--- src/rtl/div_rv32m_pkg.sv ---
// Shared op encodings, FSM state type and constants for the RV32M sequential divider.
package div_rv32m_pkg;

    localparam int unsigned XLEN = 32;

    localparam logic [1:0] OP_DIV  = 2'b00;
    localparam logic [1:0] OP_DIVU = 2'b01;
    localparam logic [1:0] OP_REM  = 2'b10;
    localparam logic [1:0] OP_REMU = 2'b11;

    typedef enum logic [1:0] {
        IDLE  = 2'd0,
        CALC  = 2'd1,
        FIXUP = 2'd2
    } state_e;

    localparam logic [XLEN-1:0] ALL_ONES = {XLEN{1'b1}};
    localparam logic [XLEN-1:0] INT_MIN  = {1'b1, {(XLEN-1){1'b0}}};

    // DIV and REM treat their operands as two's complement.
    function automatic logic is_signed_op(input logic [1:0] op);
        return (op == OP_DIV) || (op == OP_REM);
    endfunction

endpackage

--- src/rtl/div_rv32m_seq_if.sv ---
// Request/response bundle between the execute stage and the sequential divider.
interface div_rv32m_seq_if #(
    parameter int unsigned WIDTH = 32
);
    logic             start;
    logic [1:0]       op;
    logic [WIDTH-1:0] dividend;
    logic [WIDTH-1:0] divisor;
    logic             busy;
    logic             done;
    logic [WIDTH-1:0] result;

    modport master (
        output start, op, dividend, divisor,
        input  busy, done, result
    );

    modport slave (
        input  start, op, dividend, divisor,
        output busy, done, result
    );
endinterface

--- src/rtl/div_rv32m_seq_step.sv ---
// One radix-2 restoring division step: shift in the next dividend bit, trial-subtract.
module div_step #(
    parameter int unsigned WIDTH = 32
) (
    input  logic [WIDTH-1:0] rem,
    input  logic [WIDTH-1:0] q,
    input  logic [WIDTH-1:0] divisor,
    output logic [WIDTH-1:0] rem_next,
    output logic [WIDTH-1:0] q_next
);

    // The shifted remainder needs one extra bit so the compare cannot overflow.
    logic [WIDTH:0] rem_sh;
    logic [WIDTH:0] diff;

    // Restore (keep the shifted value) when the trial subtraction would go negative.
    always_comb begin
        rem_sh = {rem, q[WIDTH-1]};
        diff   = rem_sh - {1'b0, divisor};
        if (rem_sh >= {1'b0, divisor}) begin
            rem_next = WIDTH'(diff);
            q_next   = {q[WIDTH-2:0], 1'b1};
        end else begin
            rem_next = WIDTH'(rem_sh);
            q_next   = {q[WIDTH-2:0], 1'b0};
        end
    end

endmodule

--- src/rtl/div_rv32m_seq.sv ---
// Iterative restoring divider for RV32M DIV/DIVU/REM/REMU.
// Optional macro DIV_EARLY_OUT_EN: divide-by-zero and signed overflow skip the
// iteration and finish in two cycles; results are identical either way.
module div_rv32m_seq
    import div_rv32m_pkg::*;
#(
    parameter int unsigned WIDTH = XLEN
) (
    input  logic              clk,
    input  logic              rst,
    div_rv32m_seq_if.slave    bus
);

    localparam int unsigned CNT_W = $clog2(WIDTH) + 1;

    state_e           state, state_nx;
    logic [CNT_W-1:0] cnt, cnt_nx;
    logic [WIDTH-1:0] rem, rem_nx;
    logic [WIDTH-1:0] q, q_nx;
    logic [WIDTH-1:0] dvsr, dvsr_nx;
    logic             sign_q, sign_q_nx;
    logic             sign_r, sign_r_nx;
    logic             sel_rem, sel_rem_nx;
    logic             busy, busy_nx;
    logic             done, done_nx;
    logic [WIDTH-1:0] result, result_nx;

    logic             op_signed;
    logic             neg_a;
    logic             neg_b;
    logic             div_zero;
    logic [WIDTH-1:0] abs_a;
    logic [WIDTH-1:0] abs_b;
    logic [WIDTH-1:0] step_rem;
    logic [WIDTH-1:0] step_q;
    logic [WIDTH-1:0] quo_fix;
    logic [WIDTH-1:0] rem_fix;

    // Operand conditioning; |INT_MIN| stays 0x8000_0000 and is used as unsigned.
    assign op_signed = is_signed_op(bus.op);
    assign neg_a     = op_signed & bus.dividend[WIDTH-1];
    assign neg_b     = op_signed & bus.divisor[WIDTH-1];
    assign div_zero  = (bus.divisor == '0);
    assign abs_a     = neg_a ? -bus.dividend : bus.dividend;
    assign abs_b     = neg_b ? -bus.divisor  : bus.divisor;

    // Final sign correction of the magnitudes produced by the iteration.
    assign quo_fix = sign_q ? -q   : q;
    assign rem_fix = sign_r ? -rem : rem;

    div_step #(
        .WIDTH(WIDTH)
    ) u_step (
        .rem      (rem),
        .q        (q),
        .divisor  (dvsr),
        .rem_next (step_rem),
        .q_next   (step_q)
    );

    assign bus.busy   = busy;
    assign bus.done   = done;
    assign bus.result = result;

    // State and datapath registers; reset aborts any operation in flight.
    always_ff @(posedge clk) begin
        if (rst) begin
            state   <= IDLE;
            cnt     <= '0;
            rem     <= '0;
            q       <= '0;
            dvsr    <= '0;
            sign_q  <= 1'b0;
            sign_r  <= 1'b0;
            sel_rem <= 1'b0;
            busy    <= 1'b0;
            done    <= 1'b0;
            result  <= '0;
        end else begin
            state   <= state_nx;
            cnt     <= cnt_nx;
            rem     <= rem_nx;
            q       <= q_nx;
            dvsr    <= dvsr_nx;
            sign_q  <= sign_q_nx;
            sign_r  <= sign_r_nx;
            sel_rem <= sel_rem_nx;
            busy    <= busy_nx;
            done    <= done_nx;
            result  <= result_nx;
        end
    end

    // Next-state and next-output logic for IDLE -> CALC (WIDTH steps) -> FIXUP.
    always_comb begin
        state_nx   = state;
        cnt_nx     = cnt;
        rem_nx     = rem;
        q_nx       = q;
        dvsr_nx    = dvsr;
        sign_q_nx  = sign_q;
        sign_r_nx  = sign_r;
        sel_rem_nx = sel_rem;
        busy_nx    = busy;
        done_nx    = 1'b0;
        result_nx  = result;

        case (state)
            IDLE: begin
                if (bus.start) begin
                    sel_rem_nx = bus.op[1];
                    // A zero divisor keeps the quotient all-ones regardless of signs.
                    sign_q_nx  = (neg_a ^ neg_b) & ~div_zero;
                    sign_r_nx  = neg_a;
                    dvsr_nx    = abs_b;
                    q_nx       = abs_a;
                    rem_nx     = '0;
                    cnt_nx     = '0;
                    busy_nx    = 1'b1;
                    state_nx   = CALC;
`ifdef DIV_EARLY_OUT_EN
                    if (div_zero) begin
                        q_nx     = WIDTH'(ALL_ONES);
                        rem_nx   = abs_a;
                        state_nx = FIXUP;
                    end else if (op_signed && (bus.dividend == WIDTH'(INT_MIN)) &&
                                 (bus.divisor == WIDTH'(ALL_ONES))) begin
                        q_nx     = WIDTH'(INT_MIN);
                        rem_nx   = '0;
                        state_nx = FIXUP;
                    end
`endif
                end
            end

            CALC: begin
                rem_nx = step_rem;
                q_nx   = step_q;
                cnt_nx = cnt + CNT_W'(1);
                if (cnt == CNT_W'(WIDTH - 1)) begin
                    state_nx = FIXUP;
                end
            end

            FIXUP: begin
                result_nx = sel_rem ? rem_fix : quo_fix;
                done_nx   = 1'b1;
                busy_nx   = 1'b0;
                state_nx  = IDLE;
            end

            default: begin
                state_nx = IDLE;
                busy_nx  = 1'b0;
            end
        endcase
    end

endmodule

--- src/flat_wrapper.sv ---
// flat-port wrapper written by rule: the top's interface ports become plain ports
module div_rv32m_seq_flat import div_rv32m_pkg::*;
#(
    parameter int unsigned WIDTH = XLEN
)
  (clk, rst, bus_start, bus_op, bus_dividend, bus_divisor, bus_busy, bus_done, bus_result);
  div_rv32m_seq_if #(.WIDTH(WIDTH)) bus_i ();
  input  logic clk;
  input  logic rst;
  input wire logic [$bits(bus_i.start)-1:0] bus_start;
  input wire logic [$bits(bus_i.op)-1:0] bus_op;
  input wire logic [$bits(bus_i.dividend)-1:0] bus_dividend;
  input wire logic [$bits(bus_i.divisor)-1:0] bus_divisor;
  output wire logic [$bits(bus_i.busy)-1:0] bus_busy;
  output wire logic [$bits(bus_i.done)-1:0] bus_done;
  output wire logic [$bits(bus_i.result)-1:0] bus_result;
  assign bus_i.start = bus_start;
  assign bus_i.op = bus_op;
  assign bus_i.dividend = bus_dividend;
  assign bus_i.divisor = bus_divisor;
  assign bus_busy = bus_i.busy;
  assign bus_done = bus_i.done;
  assign bus_result = bus_i.result;
  div_rv32m_seq #(.WIDTH(WIDTH)) u_core (.clk(clk), .rst(rst), .bus(bus_i));
endmodule
--- config.mk ---
export PLATFORM = sky130hd
export DESIGN_NAME = div_rv32m_seq_flat
export DESIGN_NICKNAME = d
export VERILOG_FILES = /design/src/rtl/div_rv32m_pkg.sv /design/src/rtl/div_rv32m_seq_if.sv /design/src/rtl/div_rv32m_seq_step.sv /design/src/rtl/div_rv32m_seq.sv /design/src/flat_wrapper.sv
export SDC_FILE = /design/constraint.sdc
export NUM_CORES = 1
export LEC_CHECK = 0
export ABC_AREA = 1
export BUFFER_PORTS_ARGS = -buffer_cell sky130_fd_sc_hd__buf_2
export CORE_MARGIN = 5
export CORE_UTILIZATION = 35
export CTS_BUF_LIST = sky130_fd_sc_hd__clkbuf_16
export CTS_CLUSTER_SIZE = 40
export DETAILED_ROUTE_END_ITERATION = 16
export PLACE_DENSITY = 0.63
export RECOVER_POWER = 100
export SLEW_MARGIN = 5
export SYNTH_ARGS = -nofsm -noshare
export SYNTH_HDL_FRONTEND = slang
export SYNTH_SLANG_ARGS = --single-unit
--- constraint.sdc ---
create_clock -name clk -period 1.7 [get_ports clk]
set_input_delay 0.17 -clock clk [delete_from_list [all_inputs] [get_ports clk]]
set_output_delay 0.17 -clock clk [all_outputs]
set_load 0.005 [all_outputs]
; Word-level counts from Yosys, hierarchy flattened
; Index checks and enable logic that the tools add are counted.
[totals]
output_inout_bits = 34
inputBits = 69
word_cells = 58
register_bits = 141
[op_classes]
eq_ne = 6
magnitude_cmp = 1
n_bitwise = 6
add_sub_neg = 6
reduce_logical = 9
muxes = 19
[ops]
columns = cell, n
row1 = $mux 32, 8
row2 = $neg 32->32, 4
row3 = $pmux 32 s2, 2
row4 = $ge 33x32->1, 1
row5 = $logic_not 32->1, 1
row6 = $sub 32x32->32, 1
row7 = $pmux 6 s2, 1
row8 = $reduce_and 2->1, 4
row9 = $add 6x1->6 const B, 1
row10 = $eq 6x5->1 const B, 1
row11 = $mux 6, 1
row12 = $eq 2x2->1 const B, 2
row13 = $logic_not 2->1, 2
row14 = $mux 2, 2
row15 = $pmux 2 s2, 1
row16 = $and 1x1->1, 3
row17 = $mux 1, 3
row18 = $eq 2x1->1 const B, 1
row19 = $ne 2x1->1 const B, 1
row20 = $ne 2x2->1 const B, 1
row21 = $not 1->1, 2
row22 = $pmux 1 s2, 1
row23 = $reduce_bool 2->1, 1
row24 = $logic_or 1x1->1, 1
row25 = $xor 1x1->1, 1

; Longest topological paths before layout
[depth]
depth_word = 6
depth_mapped = 16

; By module
; Synthesis repeated with hierarchy kept, for this count alone.
[unflattened]
hier_cells = 2177
hier_area_um2 = 12751.0
[modules_own_cells]
columns = mod, area_each_um2, cells_each, n_inst
row1 = div_rv32m_seq, 9357.7, 1499, 1
row2 = div_step, 3393.3, 678, 1

; Least setup slack after synthesis
; Ideal clock, no wire load.
[synth_timing]
path_kind = reg2reg
start = register u_core.rem[26]
end = register u_core.rem[24]
path_buffers = 1
required_time_ns = 1.633
slack_ns = -0.212
path_stages_with_launch = 14
synth_period_minus_slack_ns = 1.912
t_arrival_ns = 1.845
setup_time_ns = 0.067
path_cell_list = dfxtp_1 -> ha_1 -> nand2_2 -> inv_2 -> nand2_1 -> nand2_1 -> a21oi_2 -> nand2_2 -> a21oi_4 -> nand2_4 -> buf_8 -> nand2_1 -> nand3_1 -> a21oi_2
[synth_between]
elab_chain_len = 3
[synth_lines]
columns = element, line_no
row1 = "start, declared", div_rv32m_seq.sv:18  ; logic [WIDTH-1:0] rem, rem_nx;
row2 = "start signal, assigned", div_rv32m_seq.sv:82  ; rem <= rem_nx;
row3 = $ge 33x32->1, div_rv32m_seq_step.sv:20  ; if (rem_sh >= {1'b0, divisor}) begin
row4 = $mux 32, div_rv32m_seq_step.sv:20
row5 = $pmux 32 s2, div_rv32m_seq.sv:108  ; case (state)
; Every way passes these cells.
; A chain may end at the register's enable or synchronous reset.

; Final worst setup path
[layout_timing]
start = register u_core.dvsr[20]
end = register u_core.rem[5]
[layout_between]
elab_chain_len = 3
[layout_lines]
columns = element, line_no
row1 = "start, declared", div_rv32m_seq.sv:20  ; logic [WIDTH-1:0] dvsr, dvsr_nx;
row2 = "start signal, assigned", div_rv32m_seq.sv:84  ; dvsr <= dvsr_nx;
row3 = $ge 33x32->1, div_rv32m_seq_step.sv:20
row4 = $mux 32, div_rv32m_seq_step.sv:20
row5 = $pmux 32 s2, div_rv32m_seq.sv:108
; Every way passes these cells.

==> impl_results.md <==
* Die H at 196 um
* Sink Count at 141
* Synth top area share at 0.233
* Dpl hpwl at around 37000 um
* Clock-pin slew on the worst setup and hold paths at approximately 0.060 ns
* Routability congestion estimate at 0.964
* Syn Inst Count at approximately 2100
* Yosys warning total at 0
* Grt total ovfl at 0
* Yosys top cell by area: dfxtp_1
* Outcome: finished with violations
* Cell breakdown of the critical path: inv_2, ha_4, nand2_1, nand2_1, inv_1, nand2_2, nand2_2, nand2_2, nand2_2, nand2_4, a21oi_4, buf_6, nand2_8, buf_12, nand2_1, nand3_2, a21oi_2
* Peak supply drop at slightly below 1000 uV
* Unique masters post-synth at 50
* Async SR Flop Fraction at 0
* CP bufs+invs at 4
* Reg area at just under 0.003 mm2
* Worst hold path class: in -> reg
* CP max FO at 8
* Endpoints failing setup at 54
* Failing checks: setup timing
* Largest net degree at the start of global routing at a little under 50
* Syn avg cell area at between 5 and 6 um2
* Multi-input logic area at around 0.009 mm2
* CTS Buf Count at 17
* DRT iter0 DRCs at approximately 1100
* Skew-Pair Late Insertion Delay at roughly 0.44 ns
* Final wirelength at slightly below 50000 um
* Syn_nets at about 2200
* Hold buffer count at cts at 0
* Final ANT Viol Nets at 0
* Critical Path Sink: u_core.rem[5]$_SDFFE_PP0P_
* Number of port buffers at approximately 100
* CTS tree: built
* Vias per cell at 5.07
* Reg-to-Reg End: u_core.rem[5]$_SDFFE_PP0P_
* Maximum root-to-sink buffer count at 2
* Cell area after layout at between 0.015 and 0.02 mm2
* Critical Path Slowest Stage Cell: dfxtp_2
* Main synth FF type: dfxtp_1
* DR vias at 15146
* F_max at between 0.4 and 0.5 GHz
* DIE WIDTH at between 150 and 200 um
* Largest stage delay, worst path at 0.32 ns
* Core Box Area at approximately 0.034 mm2
* Skew final at roughly 0.014 ns
* PD cells at approximately 1400 mW/mm2
* Post-route DRC at 0
* Final number of max-transition violations at 0
* RSZ-0062 raised after global routing: true
* Family with the most delay on the worst path: simple AND/OR/NAND/NOR gates
* Final setup margin at -0.444 ns
* R2R Path Start: u_core.dvsr[20]$_SDFFE_PP0P_
* Starting Density at 0.353
* Max-Cap Viols at 0
* Final hold violation count at 0
* Levels on crit path at 17
* Filler Cell Count at 3526
* WL/cell at between 15 and 20 um
* ANT cells at 0
* First-pass GRT wire length at between 70000 and 80000 um
* Worst Setup End Kind: flop
* Clock period minus worst slack at between 2 and 2.5 ns
* Final worst path period share at 1.26
* Relative max-transition margin at 0.527
* Crit path top cell by count: nand2_2
* Syn-to-layout area delta at 48.5%
* Total track usage at 0.239
* Cell Rows at 68
* Register area share after synthesis at 0.233
* Worst Path Required at 2.06 ns
* Synthesized flop and latch total at between 100 and 150
* Share of layout cells above drive strength 1 at 0.341
* R2r worst-path depth at 17
* Placed cell count at 2915
* IO Count at around 100
* Leak Pwr at between 8 and 9 nW
* WS Path Type: reg -> reg
* Initial antenna violation count at 0
* Die ar. at slightly below 0.04 mm2
* Non-filler cells in the finished layout at about 3000
* Worst EP arrival at between 2 and 3 ns
* Clock root buffer: clkbuf_16
* Vias in the first global route at between 10000 and 15000
* Number of synthesized flops with an enable pin at 0
* H-tree levels at 4
* Top post-synthesis cells by area: dfxtp_1 (23%), nand2_1 (18%), inv_1 (11%)
* CP startpoint: u_core.dvsr[20]$_SDFFE_PP0P_
* Post-Place Cell Area at between 0.015 and 0.02 mm2
* CP Launch Type: flop
* Place WS at -0.440 ns
* Nets at approximately 2600
* Synth Cell Area at approximately 0.012 mm2
* Worst R2R Setup Slack at -0.44 ns
* DR pass1 iterations at 7
* Worst-Margin Slew at approximately 0.70 ns
[worst min path at each step]
| stage | cells past startpoint | endpoint | slack (ns) | start |
|---|---|---|---|---|
| 2_1_floorplan | 2 | u_core.dvsr[31]$_SDFFE_PP0P_ | 0.33 | bus_divisor[31] |
| 3_3_place_gp | 2 | u_core.dvsr[31]$_SDFFE_PP0P_ | 0.45 | u_core.dvsr[31]$_SDFFE_PP0P_ |
| 3_5_place_dp | 2 | u_core.dvsr[31]$_SDFFE_PP0P_ | 0.46 | u_core.dvsr[31]$_SDFFE_PP0P_ |
| 4_1_cts | 3 | u_core.dvsr[28]$_SDFFE_PP0P_ | 0.01 | bus_divisor[28] |
| 5_1_grt | 3 | u_core.dvsr[28]$_SDFFE_PP0P_ | 0.05 | bus_divisor[28] |
| 6_report | 3 | u_core.dvsr[28]$_SDFFE_PP0P_ | 0.04 | bus_divisor[28] |
[flip-flops by register name, indices dropped and copies added, names as in the netlist, 2 cells and up]
register           cells
u_core.bus.result     32
u_core.q              32
u_core.rem            32
u_core.dvsr           32
u_core.state           2
u_core.cnt             6
[report_power, final]
group | switching, W | internal (W)
logic | 0.00954 | 0.00793
registers | 0.000389 | 0.00370
clock network | 0.00164 | 0.00230
total | 0.0116 | 0.0139
[cells by family (layout without fill, tap and decap cells)]
logic type	Yosys count	in the layout	share of synthesized area
AND/OR/NAND/NOR	1152	1152	0.409
XOR/XNOR	37	37	0.0267
buffers and inverters	427	842	0.140
AO/OA/AOI/OAI	323	323	0.152
adder cells (fa/ha/maj)	38	38	0.0399
flip-flops	141	141	0.233
[routing by layer]
metal | track usage | vias up | routed length (um)
met4 | 0.0859 | 0 | 1570
met1 | 0.320 | 7008 | 21600
met5 | 0 | - | 0
li1 | - | 7620 | -
met2 | 0.386 | 439 | 22100
met3 | 0.0431 | 79 | 2820
[final cells by class]
cell class                      instances  share of cell area
Timing Repair Buffer                  461               0.192
Clock inverter                         14             0.00946
Multi-Input combinational cell       1550               0.506
Tap cell                              455              0.0316
Clock buffer                           17              0.0236
Sequential cell                       141               0.162
Inverter                              350              0.0750
[Yosys cell counts, drive strengths merged (2+ instances only)]
| master | number |
|---|---|
| a21oi | 132 |
| a221oi | 3 |
| a22oi | 18 |
| a31oi | 13 |
| and2 | 7 |
| buf | 27 |
| clkbuf | 50 |
| clkinv | 3 |
| dfxtp | 141 |
| ha | 37 |
| inv | 347 |
| nand2 | 591 |
| nand3 | 251 |
| nand3b | 9 |
| nand4 | 28 |
| nor2 | 215 |
| nor3 | 35 |
| nor4 | 3 |
| o211ai | 23 |
| o21ai | 110 |
| o21bai | 2 |
| o221ai | 8 |
| o22ai | 3 |
| o31ai | 7 |
| or2 | 11 |
| xnor2 | 21 |
| xor2 | 16 |
[per-stage QoR]
stage | util | power (W) | hold slack [ns] | TNS (ns)
3_3_place_gp | 0.462 | 0.0173 | 0.455 | -18.88
2_1_floorplan | - | 0.0122 | 0.330 | -2.89
6_report | 0.524 | 0.0255 | 0.0361 | -14.88
3_5_place_dp | 0.462 | 0.0175 | 0.458 | -21.39
5_1_grt | 0.524 | 0.0272 | 0.0451 | -23.90
4_1_cts | 0.508 | 0.0240 | 0.0144 | -15.09
[worst reg2reg max path, stage by stage, from the launching register on]
cell     delay, ns
dfxtp_2       0.32
inv_2         0.11
ha_4          0.23
nand2_1       0.07
nand2_1       0.07
inv_1         0.08
nand2_2       0.07
nand2_2       0.06
nand2_2       0.06
nand2_2       0.09
nand2_4       0.07
a21oi_4       0.16
buf_6         0.14
nand2_8       0.08
buf_12        0.15
nand2_1       0.08
nand3_2       0.08
a21oi_2       0.16
[layout by cell type (no fill, tap or decap), types with 73 or more instances in the layout]
cell type    n
a21oi_1    109
nand2_1    496
buf_2       76
nor2_1     167
nand3_1    185
nand2_2     73
o21ai_0     80
inv_1      302
dfxtp_1     86
buf_4      312
[timing repair]
action / 4_1_cts / 5_1_grt
cloned: 3 / 1
gates resized for setup: 217 / 175
buffers inserted: 34 / 16
pin swaps: 71 / 89
setup endpoints to repair: 59 / 64
(Power assumes the default switching activity.)
